## config.mk

```make
export PLATFORM = sky130hd
export DESIGN_NAME = instruction_fetch_unit
export DESIGN_NICKNAME = d
export VERILOG_FILES = /design/src/rtl/instruction_fetch_unit_pkg.sv /design/src/rtl/instruction_fetch_unit_fetch_queue.sv /design/src/rtl/instruction_fetch_unit.sv
export SDC_FILE = /design/constraint.sdc
export NUM_CORES = 1
export LEC_CHECK = 0
export CAP_MARGIN = 20
export CORE_AREA = 3 3 141 143
export DETAILED_ROUTE_END_ITERATION = 8
export DIE_AREA = 0 0 144 146
export SYNTH_ARGS = -nofsm -noshare
export SYNTH_HDL_FRONTEND = slang
export SYNTH_SLANG_ARGS = --single-unit
```

## constraint.sdc

```tcl
create_clock -name CLK -period 2.79 [get_ports CLK]
set_input_delay 0.4185 -clock CLK [delete_from_list [all_inputs] [get_ports CLK]]
set_output_delay 0.4185 -clock CLK [all_outputs]
set_load 0.02 [all_outputs]
```

## src/rtl/instruction_fetch_unit_pkg.sv

```systemverilog
// Shared CPU constants and fetch-entry layout for the instruction fetch unit.
// The IFU_PERF_CNT_EN macro (see instruction_fetch_unit.sv) enables fetch/redirect counters.
package instruction_fetch_unit_pkg;

   localparam int XLEN        = 32;
   localparam int INSTR_BYTES = 4;
   localparam int ENTRY_W     = 2 * XLEN;

   localparam logic [XLEN-1:0] NOP_INSTR = 32'h0000_0013;

   typedef struct packed {
      logic [XLEN-1:0] pc;
      logic [XLEN-1:0] instr;
   } fetch_entry_t;

   localparam fetch_entry_t RESET_ENTRY = '{pc: '0, instr: NOP_INSTR};

   // Clears the byte-offset bits so a redirect always lands on an instruction boundary.
   function automatic logic [XLEN-1:0] align_word(input logic [XLEN-1:0] addr);
      return addr & ~XLEN'(INSTR_BYTES - 1);
   endfunction

endpackage

```

## src/rtl/instruction_fetch_unit_fetch_queue.sv

```systemverilog
// Registered FIFO of fetched {pc, instr} entries with push, pop and whole-queue flush.
// Depth must be a power of two so the pointers wrap naturally.
module fetch_queue #(
   parameter int               DEPTH      = 2,
   parameter int               WIDTH      = 64,
   parameter logic [WIDTH-1:0] RESET_DATA = '0
) (
   input  logic             clk,
   input  logic             rst_n,
   input  logic             push,
   input  logic [WIDTH-1:0] push_data,
   input  logic             pop,
   input  logic             flush,
   output logic [WIDTH-1:0] head_data,
   output logic             head_valid,
   output logic             full
);

   localparam int PTR_W = (DEPTH > 1) ? $clog2(DEPTH) : 1;
   localparam int CNT_W = $clog2(DEPTH + 1);

   logic [WIDTH-1:0] mem [DEPTH];
   logic [PTR_W-1:0] rd_ptr;
   logic [PTR_W-1:0] wr_ptr;
   logic [CNT_W-1:0] count;
   logic             do_push;
   logic             do_pop;

   assign head_valid = (count != '0);
   assign full       = (count == CNT_W'(DEPTH));
   assign head_data  = mem[rd_ptr];

   // A push into a full queue is only legal when the head leaves in the same cycle.
   assign do_pop  = pop && head_valid;
   assign do_push = push && (!full || do_pop);

   always_ff @(posedge clk or negedge rst_n) begin
      if (!rst_n) begin
         rd_ptr <= '0;
         wr_ptr <= '0;
         count  <= '0;
         for (int i = 0; i < DEPTH; i++) begin
            mem[i] <= RESET_DATA;
         end
      end else if (flush) begin
         rd_ptr <= '0;
         wr_ptr <= '0;
         count  <= '0;
      end else begin
         if (do_push) begin
            mem[wr_ptr] <= push_data;
            wr_ptr      <= wr_ptr + PTR_W'(1);
         end
         if (do_pop) begin
            rd_ptr <= rd_ptr + PTR_W'(1);
         end
         case ({do_push, do_pop})
            2'b10:   count <= count + CNT_W'(1);
            2'b01:   count <= count - CNT_W'(1);
            default: count <= count;
         endcase
      end
   end

endmodule

```

## src/rtl/instruction_fetch_unit.sv

```systemverilog
// Instruction fetch unit: PC sequencing, redirect handling and a registered fetch queue toward decode.
// Define IFU_PERF_CNT_EN to add saturating FETCH_COUNT / REDIRECT_COUNT outputs.
module instruction_fetch_unit
   import instruction_fetch_unit_pkg::*;
#(
   parameter logic [31:0] RESET_PC    = 32'h0000_0000,
   parameter int          QUEUE_DEPTH = 2
) (
   input  logic        CLK,
   input  logic        RESET,
   output logic [31:0] IMEM_PC,
   input  logic [31:0] IMEM_INSTR,
   input  logic        REDIRECT,
   input  logic [31:0] REDIRECT_PC,
   output logic        OUT_VALID,
   input  logic        OUT_READY,
   output logic [31:0] OUT_PC,
   output logic [31:0] OUT_INSTR
`ifdef IFU_PERF_CNT_EN
   ,
   output logic [31:0] FETCH_COUNT,
   output logic [31:0] REDIRECT_COUNT
`endif
);

   logic [XLEN-1:0] pc_q;
   logic            q_full;
   logic            q_valid;
   logic            pop;
   logic            push;
   logic [ENTRY_W-1:0] head_bits;
   fetch_entry_t    head;
   fetch_entry_t    new_entry;

   assign IMEM_PC = pc_q;

   // Redirect wins over both ends of the queue in the same cycle.
   assign pop  = q_valid && OUT_READY && !REDIRECT;
   assign push = !REDIRECT && (!q_full || pop);

   assign new_entry = '{pc: pc_q, instr: IMEM_INSTR};

   always_ff @(posedge CLK or negedge RESET) begin
      if (!RESET) begin
         pc_q <= RESET_PC;
      end else if (REDIRECT) begin
         pc_q <= align_word(REDIRECT_PC);
      end else if (push) begin
         pc_q <= pc_q + XLEN'(INSTR_BYTES);
      end
   end

   fetch_queue #(
      .DEPTH      (QUEUE_DEPTH),
      .WIDTH      (ENTRY_W),
      .RESET_DATA (RESET_ENTRY)
   ) u_fetch_queue (
      .clk        (CLK),
      .rst_n      (RESET),
      .push       (push),
      .push_data  (new_entry),
      .pop        (pop),
      .flush      (REDIRECT),
      .head_data  (head_bits),
      .head_valid (q_valid),
      .full       (q_full)
   );

   assign head      = fetch_entry_t'(head_bits);
   assign OUT_VALID = q_valid;
   assign OUT_PC    = head.pc;
   assign OUT_INSTR = head.instr;

`ifdef IFU_PERF_CNT_EN
   always_ff @(posedge CLK or negedge RESET) begin
      if (!RESET) begin
         FETCH_COUNT    <= '0;
         REDIRECT_COUNT <= '0;
      end else begin
         if (push && (FETCH_COUNT != '1)) begin
            FETCH_COUNT <= FETCH_COUNT + 32'd1;
         end
         if (REDIRECT && (REDIRECT_COUNT != '1)) begin
            REDIRECT_COUNT <= REDIRECT_COUNT + 32'd1;
         end
      end
   end
`endif

endmodule

```

* After elaboration in Yosys (flattened, before gate mapping)
Index checks and enable logic that the tools add are counted.
Widths: inputs -> output; s select.
** Word-level totals
- Latch bits :: 0
- Memories :: 0
- Bits in writable memories :: 0
- Register bits :: 164
- Input port bits :: 68
- Bits in read-only memories :: 0
- Logic and storage cells :: 50
** Operators by class
- Reductions and logical operators :: 16
- Multiply operators :: 0
- Add/sub/neg operators :: 5
- Bitwise gates (word level) :: 3
- Divide/modulo/power cells :: 0
- Multiplexer cells :: 14
- Eq/ne operators :: 3
- Shift-type cells :: 0
- $lt $le $gt $ge :: 3
** Operators by type and width (count)
- $mux 64 :: 4
- $bwmux 128 :: 1
- $demux 64 s1 :: 1
- $mux 32 :: 2
- $add 32x3->32 const B :: 1
- $reduce_bool 2->1 :: 4
- $logic_and 1x1->1 :: 6
- $eq 2x2->1 const B :: 2
- $ge 2x2->1 const B :: 2
- $mux 1 :: 4
- $not 1->2 :: 2
- $pmux 2 s2 :: 1
- $reduce_bool 3->1 :: 1
- $add 1x1->1 const B :: 2
- $add 2x1->2 const B :: 1
- $eq 2x1->1 const B :: 1
- $logic_not 1->1 :: 2
- $logic_or 1x1->1 :: 2
- $lt 2x1->1 const B :: 1
- $mux 2 :: 1
- $reduce_and 2->1 :: 1
- $sub 2x1->2 const B :: 1
- $not 1->1 :: 1

* Longest topological paths before layout
Gate-level depths: netlist of run 1.
- Word-level depth :: 9
- Mapped depth :: 7

* Hierarchy
From an unflattened synthesis of run 1, not the netlist that was laid out.
** Unflattened totals
- Cell total of the unflattened synthesis :: 568
- Area, all modules :: 7713.6 um2
** By module, submodules not included
- fetch_queue :: sequential area each 3310.7 um2, area each 5924.4 um2, cells an instance 365, instances 1
- instruction_fetch_unit :: sequential area each 750.7 um2, area each 1789.2 um2, cells an instance 203, instances 1

* Worst setup path before layout of run 1
OpenSTA, ideal clock, no wires.
- Kind :: register to register
- Start :: register u_fetch_queue.count[0]
- End :: register u_fetch_queue.mem[2] (netlist name)
- Data arrival time :: 1.753 ns
- Cell stages (with the launch flop) :: 8
- Setup time :: 0.125 ns
- Buffers on the path :: 1
- Path slack :: 0.912 ns
- Cells stage by stage :: dfrtp_1 -> inv_1 -> ha_1 -> nand2b_4 -> a21o_1 -> nor2_4 -> buf_4 -> mux2_2
** On the way
- Longest elaborated chain between the ends :: 7
- Elaborated cells on any way between the ends :: 11
- Classes of those cells :: eq/ne (1); reduce/logical (10)
** Ends and longest elaborated chain
- from (decl) :: RTL line instruction_fetch_unit_fetch_queue.sv:25 : logic [CNT_W-1:0] count;
- from (signal assigned) :: RTL line instruction_fetch_unit_fetch_queue.sv:58 : 2'b10: count <= count + CNT_W'(1);
- from (signal assigned) :: RTL line instruction_fetch_unit_fetch_queue.sv:59 : 2'b01: count <= count - CNT_W'(1);
- from (signal assigned) :: RTL line instruction_fetch_unit_fetch_queue.sv:60 : default: count <= count;
- $reduce_bool 2->1 :: RTL line instruction_fetch_unit_fetch_queue.sv:29 : assign head_valid = (count != '0);
- $logic_and 1x1->1 (2 in series) :: RTL line instruction_fetch_unit.sv:38 : assign pop = q_valid && OUT_READY && !REDIRECT;
- $logic_or 1x1->1 or $logic_and 1x1->1 (tied branches) :: RTL line instruction_fetch_unit.sv:39, instruction_fetch_unit_fetch_queue.sv:34
- $logic_and 1x1->1 or $logic_or 1x1->1 (tied branches) :: RTL line instruction_fetch_unit.sv:39, instruction_fetch_unit_fetch_queue.sv:35
- $logic_and 1x1->1 * :: RTL line instruction_fetch_unit_fetch_queue.sv:35 : assign do_push = push && (!full || do_pop);
- $reduce_and 2->1 (no source line) *
- to (signal, indexed assignment) :: RTL line instruction_fetch_unit_fetch_queue.sv:51 : mem[wr_ptr] <= push_data;
- to (decl) :: RTL line instruction_fetch_unit_fetch_queue.sv:22 : logic [WIDTH-1:0] mem [DEPTH];
Every way passes the cells marked *; elsewhere a longest branch is shown, timed or not.
A chain may end at the register's enable or synchronous reset.

* Worst setup path after layout of run 1
- Start :: register u_fetch_queue.rd_ptr
- End :: output port OUT_PC[31]
** On the way
- Longest elaborated chain between the ends :: 4
** Ends and longest elaborated chain
- from (decl) :: RTL line instruction_fetch_unit_fetch_queue.sv:23 : logic [PTR_W-1:0] rd_ptr;
- from (signal assigned) :: RTL line instruction_fetch_unit_fetch_queue.sv:55 : rd_ptr <= rd_ptr + PTR_W'(1);
- $not 1->2 (not written as such) :: RTL line instruction_fetch_unit_fetch_queue.sv:31 : assign head_data = mem[rd_ptr];
- $mux 64 (not written as such) (3 in series) :: RTL line instruction_fetch_unit_fetch_queue.sv:31
- to (decl) :: RTL line instruction_fetch_unit.sv:17 : output logic [31:0] OUT_PC,
Every way passes these cells. The select of a mux whose other input is x is not followed.

==> results of run 1 <==
[stage by stage]
stage / hold slack, ps / cells
3_5_place_dp: 421.5 / 926
5_1_grt: 473.4 / 958
4_1_cts: 437.7 / 958
6_report: 452.7 / 958
2_1_floorplan: 122.9 / 556
3_3_place_gp: 411.5 / 926
[registers in the layout (all words and copies together) (netlist names)]
name,flops
u_fetch_queue.wr_ptr,1
IMEM_PC,30
u_fetch_queue.rd_ptr,1
u_fetch_queue.count,2
u_fetch_queue.mem,124
[synth_stat cells, types with 2 or more instances]
library cell	number
o211a_1	2
and2_1	3
nor2_4	2
inv_1	9
and4_1	3
nand4_1	6
nand2_1	35
nand3_1	7
xnor2_1	23
xor2_1	9
ha_1	3
nor4_2	6
o21ai_0	20
and3_1	5
mux2_1	9
dfrtp_1	152
buf_1	3
nor2_1	10
dfstp_2	6
o21ai_1	9
clkbuf_1	11
mux2_2	178
a2111oi_4	2
buf_4	16
a21oi_1	3
nor3_1	6
[worst max-delay path by stage]
stage / from / endpoint / slack [ps] / cells after the start
after floorplan: u_fetch_queue.count[0] / u_fetch_queue.mem[2] / 910 / 7
after global placement: OUT_READY / u_fetch_queue.mem[46] / 420 / 6
after detailed placement: OUT_READY / u_fetch_queue.mem[6] / 400 / 6
after CTS: u_fetch_queue.rd_ptr / OUT_PC[31] / 260 / 3
after global routing: u_fetch_queue.rd_ptr / OUT_PC[31] / 220 / 3
final: u_fetch_queue.rd_ptr / OUT_PC[31] / 300 / 3
[layer usage]
| metal | routed length, µm | global-route usage |
|---|---|---|
| met1 | 7619 | 0.2127 |
| met2 | 9008 | 0.3017 |
| met3 | 635 | 0.03812 |
| met4 | 208 | 0.04661 |
| met5 | 0 | 0 |
[power by group through the flow]
stage               sequential (W)  combinational, W  clock [W]
floorplan                  0.00376           0.00308          0
global placement           0.00379           0.00492          0
detailed placement         0.00390           0.00499          0
CTS                        0.00386           0.00502    0.00251
global route               0.00399           0.00526    0.00262
finish                     0.00385           0.00493    0.00244
[timing repair]
action / CTS / global route
hold buffers: 1 / 0
endpoints found under the hold margin: 47 / 0
setup buffers: 0 / 0
[cells by family (layout without fill, tap and decap cells)]
family	after synthesis	after routing
and+or+nand+nor	90	90
muxes	188	188
adders and majority gates	3	3
DFF	158	158
buffers and inverters	41	209
AOI/OAI and AO/OA	40	40
xor gates and xnor gates	32	32
other	1	4
[layout make-up]
cell class / count / area share
clock buffers: 22 / 0.04697
clock inverters: 9 / 0.01595
inverters: 10 / 0.003798
multi-input cells: 357 / 0.3302
flip-flops and latches: 158 / 0.4009
well taps: 234 / 0.02962
repair buffers: 168 / 0.1726
[cells in the final DEF, fill, tap and decap left out, types with 2 or more instances in the layout]
cell             count
dfrtp_1            151
and3_1               5
xor2_1               9
clkbuf_8             2
nand4_1              6
a2111oi_4            2
and4_1               3
o211a_1              2
a21oi_1              3
buf_12               4
dfstp_2              6
nor2_1              10
nor4_2               6
conb_1               4
nor2_4               2
o21ai_1              9
clkdlybuf4s50_1    156
nor3_1               6
inv_1                9
inv_6                2
and2_1               3
mux2_1               9
o21ai_0             20
mux2_2             178
clkbuf_16           17
bufinv_16            4
xnor2_1             23
clkinvlp_4           2
ha_1                 3
buf_4                5
nand2_1             35
nand3_1              7
clkbuf_1             3
==> summary.md, run 1 <==
| Metric | Value |
|---|---|
| Outcome | `completed` |
| R2R Path Start | `u_fetch_queue.count[0]` |
| Post-synthesis mux area share | `0.2848` |
| First-pass GRT wire length | `28610 µm` |
| Layout cells sized above 1 | `0.3370` |
| Initial Utilization | `0.3971` |
| Ant diodes | `0` |
| GRT Resource Usage Total | `0.1723` |
| Vias in the first global route | `5348` |
| Sw power | `0.003652 W` |
| Final design area excluding fillers | `9883 µm²` |
| Post-synthesis adder-cell area fraction | `0.005053` |
| Startpoint types | `flip-flop` |
| CTS Buffer Depth | `2` |
| Die height | `146 µm` |
| Max Slew Vio Count | `0` |
| Ys async rst share | `1.000` |
| Final setup margin | `300.2 ps` |
| Initial DRC count | `144` |
| Worst hold stages | `2` |
| XOR/XNOR share of the synthesized area | `0.03773` |
| Core area | `18710 µm²` |
| Synth top area cells | `dfrtp_1 (51%), mux2_2 (27%), xnor2_1 (2.7%), dfstp_2 (2.1%), nand2_1 (1.8%)` |
| Multi-input logic area | `3263 µm²` |
| Largest net degree at the start of global routing | `63` |
| Crit path buf inv count | `2` |
| Placer Congestion | `0.7483` |
| Seq pwr share | `0.343` |
| Num CTS Buffers | `17` |
| CTS root buffer | `clkbuf_16` |
| CP peak stage delay | `580 ps` |
| Routed WL per cell | `18.24 µm` |
| Post-route ant nets | `0` |
| Final wirelength | `17470 µm` |
| Clk slew on worst S/H paths | `60 ps` |
| Max-Slew Margin vs Limit | `0.6397` |
| Post-Syn Instances | `553` |
| P_leak | `3.976 nW` |
| Post-route total power | `0.01123 W` |
| Drt drc | `0` |
| Compound-cell area share of the yosys netlist | `0.03840` |
| WS Path Type | `reg2out` |
| Worst min path class | `in2reg` |
| Vias | `4871` |
| Rows | `50` |
| Die Wd | `144 µm` |
| Delay-heaviest family, CP | `buffers and inverters` |
| Power per standard cell area | `1136 nW/µm²` |
| Util after Layout | `0.5284` |
| Worst-path cell chain | `buf_12 > mux2_2 > clkdlybuf4s50_1` |
| # resized after CTS | `0` |
| Sink Count | `158` |
| Post-Route Setup TNS | `0 ps` |
| Final Hold Viols | `0` |
| Vias per inst | `5.085` |
| Area Growth Syn to Fin | `33.05%` |
| Worst R2R Path Depth | `7` |
| Placed Area | `9251 µm²` |
| Worst Hold Endpoint | `u_fetch_queue.count[0]` |
| TritonRoute pass-1 iters | `4` |
| Synth Flop Type | `dfrtp_1` |
| Setup Skew | `6.399 ps` |
| Slew @ Worst Pin | `540.5 ps` |
| Count of state elements after synthesis | `158` |
| Comb power frac | `0.439` |
| Post-Syn Area per Cell | `13.43 µm²` |
| Clock Power Share | `0.218` |
| Main combinational cell family by area after synthesis | `multiplexers` |
| Minimum clock period | `2490 ps` |
| Cell taking the most area after synthesis | `dfrtp_1` |
| Placement Setup Slack | `395.2 ps` |
| Post-synth EDFFs | `0` |
| Synth unique cells | `41` |
| Switching part of the total | `0.3252` |
| DIE AREA | `21020 µm²` |
| Grt ovf | `0` |
| Synth top area share | `0.5120` |
| Later-pin clock latency in the skew report | `410 ps` |
| Num ports | `165` |
| TritonCTS clock tree | `built` |
| Peak supply drop | `0.5557 mV` |
| Post-Synth Simple-Gate Area | `0.07125` |
| H-tree depth | `4` |
| # port buffers | `158` |
| Crit share post-route | `0.8924` |
| Initial antenna violation count | `0` |
| CP required | `2370 ps` |
| Slowest CP cell | `clkdlybuf4s50_1` |
| Max Clk Rate | `0.4016 GHz` |
| Max-Cap Viols | `0` |
| Hpwl dp | `11960 µm` |
| Synth warn | `0` |
| R2R Path End | `u_fetch_queue.mem[49]` |
| Data arrival, critical path | `2070 ps` |
| Flop-to-flop setup slack | `630 ps` |
| Sequential area share after synthesis | `0.5333` |
| Crit path max fanout | `51` |
| Nets | `783` |
| Fillers | `1613` |
| Internal | `0.007576 W` |
| Reg area | `3963 µm²` |
| Netlist Area Pre-Place | `7428 µm²` |
| Worst setup EP type | `output port` |
| Hold path startpoint | `REDIRECT` |
| Final setup viols | `0` |
| RSZ-0062 raised after global routing | `no` |
Note: power is estimated with default switching activity, not from simulation.
==> inputs of run 2 (changes only) <==
MAX_ROUTING_LAYER = met4   (was unset)
==> run 2 against run 1 <==
Setup slack worse by 1.1 ps. Sequential share of layout area unchanged. Sequential power is essentially flat. Sequential cell count unchanged. Final cell count unchanged. Routed wire length increased by 0.12%. Via count about the same. Worst hold slack is essentially flat. Combinational power is essentially flat. Die area stayed put. Final area did not move. Clock power barely moved. Highest routed layer unchanged.
==> summary.md, run 2 (synthesized netlist as in run 1, its figures left out) <==
| Metric | Value |
|---|---|
| Initial DRC count | `177` |
| Drt drc | `0` |
| Largest net degree at the start of global routing | `63` |
| Slew @ Worst Pin | `542.6 ps` |
| Clk slew on worst S/H paths | `60 ps` |
| Commonest non-fill, non-tap cells in the layout | `mux2_2 (178), clkdlybuf4s50_1 (156), dfrtp_1 (151)` |
| Startpoint types | `flip-flop` |
| Num CTS Buffers | `17` |
| Grt ovf | `0` |
| Post-Route Setup TNS | `0 ps` |
| Final design area excluding fillers | `9883 µm²` |
| CTS Buffer Depth | `2` |
| CTS root buffer | `clkbuf_16` |
| Vias | `4868` |
| Vias in the first global route | `5350` |
| Data arrival, critical path | `2070 ps` |
| Hpwl dp | `11960 µm` |
| Max-Cap Viols | `0` |
| Crit share post-route | `0.8928` |
| CP required | `2370 ps` |
| TritonRoute pass-1 iters | `4` |
| Power per standard cell area | `1137 nW/µm²` |
| Core area | `18710 µm²` |
| Rows | `50` |
| WS Path Type | `reg2out` |
| Sink Count | `158` |
| Worst min path class | `in2reg` |
| Flop-to-flop setup slack | `620 ps` |
| Post-route ant nets | `0` |
| Placed Area | `9251 µm²` |
| P_leak | `3.976 nW` |
| TritonCTS clock tree | `built` |
| Commonest non-fill, non-tap cell in the layout | `mux2_2` |
| Final cell count without fillers | `958` |
| Worst setup EP type | `output port` |
| Initial antenna violation count | `0` |
| Area Growth Syn to Fin | `33.05%` |
| First-pass GRT wire length | `28570 µm` |
| Max-Slew Margin vs Limit | `0.6383` |
| Minimum clock period | `2491 ps` |
| Peak supply drop | `0.5532 mV` |
| Final wirelength | `17490 µm` |
| Vias per inst | `5.081` |
| Die Wd | `144 µm` |
| Final Hold Viols | `0` |
| H-tree depth | `4` |
| Setup Skew | `6.369 ps` |
| # port buffers | `158` |
| Largest register FFs | `124` |
| Ant diodes | `0` |
| Crit path max fanout | `51` |
| Max Clk Rate | `0.4015 GHz` |
| Outcome | `completed` |
| Later-pin clock latency in the skew report | `410 ps` |
| Routed WL per cell | `18.26 µm` |
| RSZ-0062 raised after global routing | `no` |
| Inst Count DP | `926` |
| Final setup viols | `0` |
| Placer Congestion | `0.7578` |
| Initial Utilization | `0.3971` |
| Num ports | `165` |
| Nets | `783` |
| Die height | `146 µm` |
| Max Slew Vio Count | `0` |
| DIE AREA | `21020 µm²` |
| GRT Resource Usage Total | `0.1774` |
| Layout cells sized above 1 | `0.3370` |
| Largest reg by FF count | `u_fetch_queue.mem` |
## run 2: cell counts in the layout (fill, tap and decap cells not counted)
Identical to the previous run, type by type.
## run 2: final cells by class
type	instances	area, µm²
sequential	158	3963
multi-input combinational	357	3263
fill	1613	8822
clock buffer	22	464.2
tap	234	292.8
clock inverter	9	157.7
inverter	10	37.54
timing repair buffer	168	1705
## run 2: report_power, final
part	internal (W)	switching [W]
registers	0.00331	0.000547
logic	0.00272	0.00221
clock network	0.00155	0.000899
total	0.00758	0.00366
## run 2: path summary, 6_finish.rpt
check	endpoint	depth (start not counted)	startpoint
worst max-delay path	OUT_PC[31]	3	u_fetch_queue.rd_ptr
worst min-delay path	u_fetch_queue.count[0]	2	REDIRECT
worst max register to register	u_fetch_queue.mem[49]	7	u_fetch_queue.count[0]
worst min register to register	u_fetch_queue.mem[59]	1	u_fetch_queue.mem[59]
max in group asynchronous	u_fetch_queue.mem[101]	3	RESET
min in group asynchronous	u_fetch_queue.mem[48]	2	RESET
## run 2: repair_timing
item | in CTS | in global routing
hold buffers | 1 | 0
hold endpoints to repair | 47 | 0
resized for setup | 0 | 0
buffers inserted | 0 | 0
## run 2: critical path, stage by stage, from the launching register on
cell	delay, ps
dfrtp_2	380
buf_12	300
mux2_2	370
clkdlybuf4s50_1	580
## run 2: per-stage QoR
stage          hold WS [ps]  power [W]  setup WS, ps    util
2_1_floorplan         122.9   0.006839         911.7       -
3_3_place_gp          411.5   0.008718         416.5  0.4946
3_5_place_dp          421.5   0.008883         395.2  0.4946
4_1_cts               437.7    0.01139         263.6  0.5284
5_1_grt               473.4    0.01187         217.8  0.5284
6_report              452.9    0.01123         299.1  0.5284
## run 2: metal layers
metal | global-route usage | up-vias | part of all wire
li1 | - | 2260 | -
met4 | 0.04661 | 0 | 0.012
met2 | 0.3012 | 105 | 0.52
met3 | 0.03483 | 12 | 0.034
met5 | - | - | 0
met1 | 0.2152 | 2491 | 0.44
==> inputs of run 3 (changes only) <==
CORE_AREA = 3 3 132 134   (was 3 3 141 143)
DIE_AREA = 0 0 135 137   (was 0 0 144 146)
PLACE_DENSITY = 0.72   (was unset)
==> run 3 against run 2 <==
First-iteration DRC count is 34% higher. Critical endpoint is now OUT_PC[4]. Critical path type unchanged. Clock power is 5% lower. Final cell count is 1.4% lower.
==> summary.md, run 3 (synthesized netlist as in run 1, its figures left out) <==
| Metric | Value |
|---|---|
| Post-route ant nets | `0` |
| P_leak | `3.959 nW` |
| Die height | `137 µm` |
| Critical path startpoint | `u_fetch_queue.rd_ptr` |
| Slowest CP cell | `clkdlybuf4s50_1` |
| CTS root buffer | `clkbuf_16` |
| Max Slew Vio Count | `0` |
| Rows | `47` |
| Num CTS Buffers | `17` |
| Met1 Usage GRT | `0.2416` |
| Vias in the first global route | `5246` |
| Num ports | `165` |
| Post-Route Setup TNS | `0 ps` |
| Vias | `4877` |
| Worst setup EP type | `output port` |
| Nets | `783` |
| CP peak stage delay | `560 ps` |
| Largest reg by FF count | `u_fetch_queue.mem` |
| Area Growth Syn to Fin | `32.46%` |
| Crit share post-route | `0.8843` |
| RSZ-0062 raised after global routing | `no` |
| Minimum clock period | `2467 ps` |
| Drt drc | `0` |
| DIE AREA | `18500 µm²` |
| Largest register FFs | `124` |
| Worst min path class | `in2reg` |
| R2R Path Start | `u_fetch_queue.count[0]` |
| Worst Hold Endpoint | `u_fetch_queue.wr_ptr` |
| First-pass GRT wire length | `27150 µm` |
| Outcome | `completed` |
| Worst-path cell chain | `buf_12 > mux2_2 > clkdlybuf4s50_1` |
| Met3 usage | `0.03382` |
| Initial DRC count | `237` |
| WS Path Type | `reg2out` |
| Worst R2R Path Depth | `7` |
| Final design area excluding fillers | `9839 µm²` |
| Placer Congestion | `0.7469` |
| Most used routing layer | `met2` |
| Largest net degree at the start of global routing | `71` |
| Grt ovf | `0` |
| Hold path startpoint | `REDIRECT` |
| Clk slew on worst S/H paths | `60 ps` |
| Vias per inst | `5.161` |
| Flop-to-flop setup slack | `670 ps` |
| Commonest non-fill, non-tap cell in the layout | `mux2_2` |
| Commonest non-fill, non-tap cells in the layout | `mux2_2 (178), clkdlybuf4s50_1 (156), dfrtp_1 (151)` |
| # resized after CTS | `0` |
| H-tree depth | `4` |
| Final Hold Viols | `0` |
| # port buffers | `158` |
| Inst Count DP | `912` |
| TritonRoute pass-1 iters | `4` |
| Startpoint types | `flip-flop` |
| Peak supply drop | `0.5259 mV` |
| R2R Path End | `u_fetch_queue.mem[93]` |
| Core area | `16410 µm²` |
| Global routing met2 resource utilization | `0.3157` |
| Data arrival, critical path | `2050 ps` |
| Max-Cap Viols | `0` |
| Die Wd | `135 µm` |
| Setup Skew | `8.352 ps` |
| Placed Area | `9234 µm²` |
| Fillers | `1271` |
| Setup Fix Bufs, Post-CTS | `0` |
| Slew @ Worst Pin | `597.9 ps` |
| Sink Count | `158` |
| Max Clk Rate | `0.4053 GHz` |
| Final wirelength | `16980 µm` |
| Ant diodes | `0` |
| CP required | `2370 ps` |
| Initial Utilization | `0.4528` |
| Util after Layout | `0.5997` |
| Crit path max fanout | `48` |
| GRT Resource Usage Total | `0.1926` |
| CTS Buffer Depth | `2` |
| Worst hold stages | `2` |
| Final cell count without fillers | `945` |
| Later-pin clock latency in the skew report | `430 ps` |
| Final setup viols | `0` |
| Layout cells sized above 1 | `0.3421` |
| Hpwl dp | `11510 µm` |
| Initial antenna violation count | `0` |
| Routed WL per cell | `17.97 µm` |
| Power per standard cell area | `1131 nW/µm²` |
| Post-CTS Hold Fix Bufs | `1` |
| TritonCTS clock tree | `built` |
| Max-Slew Margin vs Limit | `0.6014` |
==> run 3: cell types whose count changed in the layout (fill, tap and decap cells not counted) <==
cell        previous run  this run
clkinv_4               0         3
clkinvlp_4             2         4
clkbuf_8               2         1
bufinv_16              4         2
clkbuf_1               3         0
inv_6                  2         4
==> run 3: routing by layer <==
metal  vias up  part of all wire  wire, µm
met1      2467              0.43      7328
met4         0             0.019       325
met3        23             0.044       752
met2       116              0.50      8575
met5         -                 0         0
li1       2271                 -         -
==> run 3: how the worst max path moves through the flow <==
stage / endpoint / cells past startpoint
2_1_floorplan: u_fetch_queue.mem[2] / 7
3_3_place_gp: u_fetch_queue.mem[40] / 6
3_5_place_dp: u_fetch_queue.mem[93] / 6
4_1_cts: OUT_PC[4] / 3
5_1_grt: OUT_PC[4] / 3
6_report: OUT_PC[4] / 3
==> run 3: per-stage QoR <==
step	hold slack [ps]	setup WS, ps	power (W)
final	383.5	322.8	0.01113
after global placement	441.5	472.6	0.008674
after global routing	428.3	260.1	0.01172
after floorplan	122.9	911.7	0.006839
after detailed placement	454.8	434.0	0.008883
after CTS	375.7	282.5	0.01126
==> run 3: critical path: cells and delay by family, from the launching register on <==
kind / cells / cell delay [ps]
buf+inv: 2 / 840
flops: 1 / 380
mux: 1 / 380
==> run 3: layout make-up <==
type	count	area, µm²	area share
timing repair buffer	168	1705	0.1733
clock buffer	18	439.2	0.04463
sequential	158	3963	0.4027
clock inverter	14	156.4	0.01590
tap	220	275.3	0.02798
inverter	10	37.54	0.003815
multi-input combinational	357	3263	0.3316
==> run 3: power breakdown <==
part / total, W / leakage [nW] / switching (W) / internal [W]
sequential: 0.00387 / 1.89 / 0.000562 / 0.00331
combinational: 0.00493 / 1.79 / 0.00220 / 0.00273
clock: 0.00233 / 0.280 / 0.000980 / 0.00135
total: 0.0111 / 3.96 / 0.00374 / 0.00739
